**src/rtl/mem_stage_ctrl.sv**
```systemverilog
// MEM-stage controller.
// Issues one data-cache request per memory instruction, stalls the pipeline
// until dhit, holds the completed result until the pipeline advances,
// resolves branch/jump redirects and latches a sticky halt.
module mem_stage_ctrl #(
    parameter int CNT_W = 16
) (
    input  logic             CLK,
    input  logic             nRST,
    input  logic             ex_valid,
    input  logic             ex_MemRead,
    input  logic             ex_MemWrite,
    input  logic             ex_Branch,
    input  logic             ex_beq,
    input  logic             ex_bne,
    input  logic             ex_zero,
    input  logic             ex_jump,
    input  logic             ex_jr,
    input  logic             ex_halt,
    input  logic [31:0]      ex_PortOut,
    input  logic [31:0]      ex_rdat2,
    input  logic [31:0]      ex_rdat1,
    input  logic [31:0]      ex_BranchAddr,
    input  logic [31:0]      ex_JumpAddr,
    input  logic             pipe_en,
    input  logic             flush,
    input  logic             dhit,
    input  logic [31:0]      dmemload,
    output logic             dmemREN,
    output logic             dmemWEN,
    output logic [31:0]      dmemaddr,
    output logic [31:0]      dmemstore,
    output logic             mem_stall,
    output logic [31:0]      load_data,
    output logic             redirect,
    output logic [31:0]      redirect_pc,
    output logic             halt,
    output logic [CNT_W-1:0] stall_cycles
);

    typedef enum logic [1:0] {
        IDLE = 2'd0,
        WAIT = 2'd1,
        DONE = 2'd2
    } state_t;

    state_t state;

    logic memop;
    logic taken;
    logic capture;

    // Address and store data pass straight through; only meaningful with REN/WEN.
    assign dmemaddr  = ex_PortOut;
    assign dmemstore = ex_rdat2;

    // Memory-op qualification and branch condition.
    always_comb begin
        memop = ex_valid & (ex_MemRead | ex_MemWrite) & ~halt;
        taken = ex_Branch & ((ex_beq & ex_zero) | (ex_bne & ~ex_zero));
    end

    // Cache request and stall; WAIT keeps the request up even after halt so
    // an in-flight access is never abandoned. Read wins if both are set.
    always_comb begin
        dmemREN   = 1'b0;
        dmemWEN   = 1'b0;
        mem_stall = 1'b0;
        capture   = 1'b0;
        case (state)
            IDLE: begin
                dmemREN   = memop & ex_MemRead;
                dmemWEN   = memop & ex_MemWrite & ~ex_MemRead;
                mem_stall = memop & ~dhit;
                capture   = memop & dhit & ex_MemRead;
            end
            WAIT: begin
                dmemREN   = ex_MemRead;
                dmemWEN   = ex_MemWrite & ~ex_MemRead;
                mem_stall = ~dhit;
                capture   = dhit & ex_MemRead;
            end
            default: begin
                dmemREN   = 1'b0;
                dmemWEN   = 1'b0;
                mem_stall = 1'b0;
                capture   = 1'b0;
            end
        endcase
    end

    // Redirect resolution: jr beats jump beats branch.
    always_comb begin
        redirect    = ex_valid & ~flush & ~halt & (taken | ex_jump | ex_jr);
        redirect_pc = 32'h0;
        if (ex_jr)
            redirect_pc = ex_rdat1;
        else if (ex_jump)
            redirect_pc = ex_JumpAddr;
        else if (taken)
            redirect_pc = ex_BranchAddr;
    end

    // State machine plus registered load result, sticky halt and stall counter.
    always_ff @(posedge CLK) begin
        if (!nRST) begin
            state        <= IDLE;
            load_data    <= 32'h0;
            halt         <= 1'b0;
            stall_cycles <= '0;
        end else begin
            case (state)
                IDLE: begin
                    if (memop) begin
                        if (dhit)
                            state <= pipe_en ? IDLE : DONE;
                        else
                            state <= WAIT;
                    end
                end
                WAIT: begin
                    // flush without dhit is ignored until the access finishes
                    if (dhit)
                        state <= (pipe_en | flush) ? IDLE : DONE;
                end
                DONE: begin
                    if (pipe_en | flush)
                        state <= IDLE;
                end
                default: state <= IDLE;
            endcase

            if (capture)
                load_data <= dmemload;

            if (ex_valid & ex_halt & ~flush)
                halt <= 1'b1;

            if (mem_stall && (stall_cycles != {CNT_W{1'b1}}))
                stall_cycles <= stall_cycles + {{(CNT_W-1){1'b0}}, 1'b1};
        end
    end

endmodule

```
**config.mk**
```make
export PLATFORM = sky130hd
export DESIGN_NAME = mem_stage_ctrl
export DESIGN_NICKNAME = d
export VERILOG_FILES = /design/src/rtl/mem_stage_ctrl.sv
export SDC_FILE = /design/constraint.sdc
export NUM_CORES = 1
export LEC_CHECK = 0
export ABC_AREA = 1
export CORE_AREA = 5 5 136 138
export CTS_CLUSTER_SIZE = 10
export DETAILED_ROUTE_END_ITERATION = 12
export DIE_AREA = 0 0 141 143
export DONT_BUFFER_PORTS = 1
export GPL_ROUTABILITY_DRIVEN = 0
export SYNTH_ARGS = -nofsm -noshare
export SYNTH_HDL_FRONTEND = slang
export SYNTH_SLANG_ARGS = --single-unit
```
**constraint.sdc**
```tcl
create_clock -name CLK -period 4.7 [get_ports CLK]
set_input_delay 1.41 -clock CLK [delete_from_list [all_inputs] [get_ports CLK]]
set_output_delay 1.41 -clock CLK [all_outputs]
set_load 0.02 [all_outputs]
```
==> impl_metrics.tcl <==
set metrics [dict create \
    min-delay-start "load_data[23]" \
    synth.top_cell.area_share_pct 29.7 \
    antenna_cells 0 \
    hold_class "flop to flop" \
    crit_family "compound AO/OA/AOI/OAI gates" \
    rows 48 \
    die_w_um 141 \
    tightest_slew_ns 0.641 \
    grt-busiest-layer "met2" \
    synth_area_leader_cell "dfxtp_1" \
    fin_area_um2 3460 \
    p_leak_nw 1.37 \
    synth_area_leaders "dfxtp_1 (30%), buf_4 (14%), a21oi_1 (12%)" \
    routed-via-count 3130 \
    period_minus_slack_ns 4.13 \
    area_growth_pct 0.766 \
    avgViaCountPerCell 4.52 \
    end_kind "output port" \
    use_met3_pct 7.43 \
    clockBufferDepth 2 \
    crit_type "primary input to output port" \
    finalClockSkew_ns 0.00600 \
    maxSlewHeadroom_pct 57.0 \
    slowest_delay_ns 0.41 \
    r2r-start "stall_cycles[0]" \
    ys_seq_area_share_pct 29.7 \
    drc 0 \
    grt_util_met2_pct 20.0 \
    fillers 1967 \
    rsz0062_at_grt "false" \
    cts_tree "yes" \
    clock-sinks 51 \
    core_area_um2 17100 \
    dpl_cell_area_um2 3320 \
    cts_made_buffers 5 \
    grt_max_degree 66 \
    use_met1_pct 12.0 \
    synthCells 523 \
    register_area_um2 1020 \
    post_cts_buffers 0 \
    first_iter_violations 144 \
    path_depth 8 \
    cts_root_buf "clkbuf_16" \
    clkSlewWorstSetupHoldPaths_ns 0.07 \
    clk_latency_ns 0.29 \
    path_max_fanout 25 \
    synth_area_um2 3430 \
    setup_viol 0 \
    fin_nets 675 \
    syn_area_per_cell_um2 6.56 \
    critPathLaunch "ex_beq" \
    async_flop_share_pct 0 \
    initial_utilization_pct 20.1 \
    grt_util_all_layers_pct 11.9 \
    wl_um 13100 \
    drv_slew 0 \
    drt_pass1_iterations 5 \
    ios 356 \
    htreeDepth 2 \
    reg2regPathDepth 9 \
    hold_viol 0 \
    die_area_um2 20200 \
    whs_path_depth 2 \
    post-route-period-util_pct 87.8 \
    ctsHoldBuffers 0 \
    drive_gt1_share_pct 10.7 \
    hpwl_um 11000 \
    crit_chain "inv_1 -> nand2_1 -> o211ai_1 -> nor2_2 -> buf_4 -> buf_4 -> nand2_1 -> a22oi_1" \
    antenna_found_initial 1 \
    ctsResizeCount 0 \
    synth-edff-count 0 \
    required_ns 3.29 \
    outcome "completed" \
    crit_slowest_cell "a22oi_1" \
    r2r_slack_ns 2.91 \
    grt_remaining_overflow 0 \
    arrival_ns 2.72 \
    tns_ns 0 \
    ir_drop_v 0.000179 \
    startpoint_type "primary input" \
    power_density_nw_per_um2 294 \
    ys_warn_count 0 \
    yosysMostFrequentCell "inv_1" \
    maxCapViolCount 0 \
    portBuffers 0 \
    ys_types 27 \
    max_freq_ghz 0.242 \
    ys_seq_elements 51 \
    die_h_um 143 \
    wl_per_cell_um 18.9 \
    grt_pass1_vias 3008 \
    multi_input_area_um2 1490 \
    ant_nets 0 \
    synth_nets 731 \
    yosys-top-cells-count "inv_1 (83), a21oi_1 (80), nand2_1 (78), buf_4 (65), dfxtp_1 (51)" \
    grt_pass1_wl_um 18300 \
    ys.flop_type "dfxtp_1" \
    crit_buf_inv 3 \
]
-- routing by layer --
layer  wire, µm  part of all wire (%)  vias up
li1           -                     -     1505
met1       4530                    35     1367
met2       6230                    48      231
met3       1940                    15       25
met4        376                   2.9        2
met5         13                 0.099        -
-- where the power goes --
group          total (mW)  internal, mW  switching (mW)
clock               0.358         0.197           0.161
sequential          0.486         0.450          0.0359
combinational       0.174        0.0630           0.111
-- cell type report --
type,instances,share of cell area (%)
Sequential cell,51,29.5
Multi-Input combinational cell,297,43.1
Tap cell,225,8.14
Timing Repair Buffer,28,6.08
Clock buffer,6,3.73
Inverter,84,9.12
Clock inverter,2,0.362
-- path summary, 6_finish.rpt --
path / endpoint
setup / recovery: redirect_pc[21]
hold / removal: load_data[23]
setup reg to reg: stall_cycles[7]
hold reg to reg: load_data[23]
-- state kept, by name, summed over array words and instances (netlist names) --
name          cells
halt              1
load_data        32
stall_cycles     16
state             2
-- stage by stage --
stage                     worst slack, ns  power [mW]  hold WS (ns)  utilization [%]  cells
after floorplan                     0.885       0.706         0.520                -    523
after global placement              0.623       0.673         0.533             19.4    685
after detailed placement            0.591       0.674         0.538             19.4    685
after CTS                           0.581        1.04         0.548             20.3    693
after global routing                0.445        1.08         0.567             20.3    693
final                               0.574        1.02         0.547             20.3    693
-- tightest hold or removal path: cells and delay by family (launching register included) --
| family | cells | cell delay, ns |
|---|---|---|
| buf+inv | 1 | 0.08 |
| compound gates | 1 | 0.05 |
| flops | 1 | 0.38 |
-- cells in the final DEF, fill, tap and decap left out, types with 2 or more instances in the layout --
master     instances
buf_4             28
o21ai_0           34
a21oi_1           80
nand3_2            2
nor3_1             2
inv_1             83
nand2_1           78
dfxtp_1           51
nand4_1            2
nand2_2            5
nor2_1            33
a22oi_1           32
o211ai_1           2
clkbuf_16          5
nor2_2             4
nor2_4             2
nand3_1           14
nor4_1             2
o21ai_1            2
-- cell families (layout without fill, tap and decap cells) --
family | after synthesis | count (layout) | synth area share, %
buf+inv | 175 | 120 | 26.9
compound gates | 151 | 151 | 24.7
simple gates | 144 | 144 | 18.0
flops | 51 | 51 | 29.7
fa+ha+maj | 1 | 1 | 0.365
xor+xnor | 1 | 1 | 0.255
Note: power is estimated with default switching activity, not from simulation.
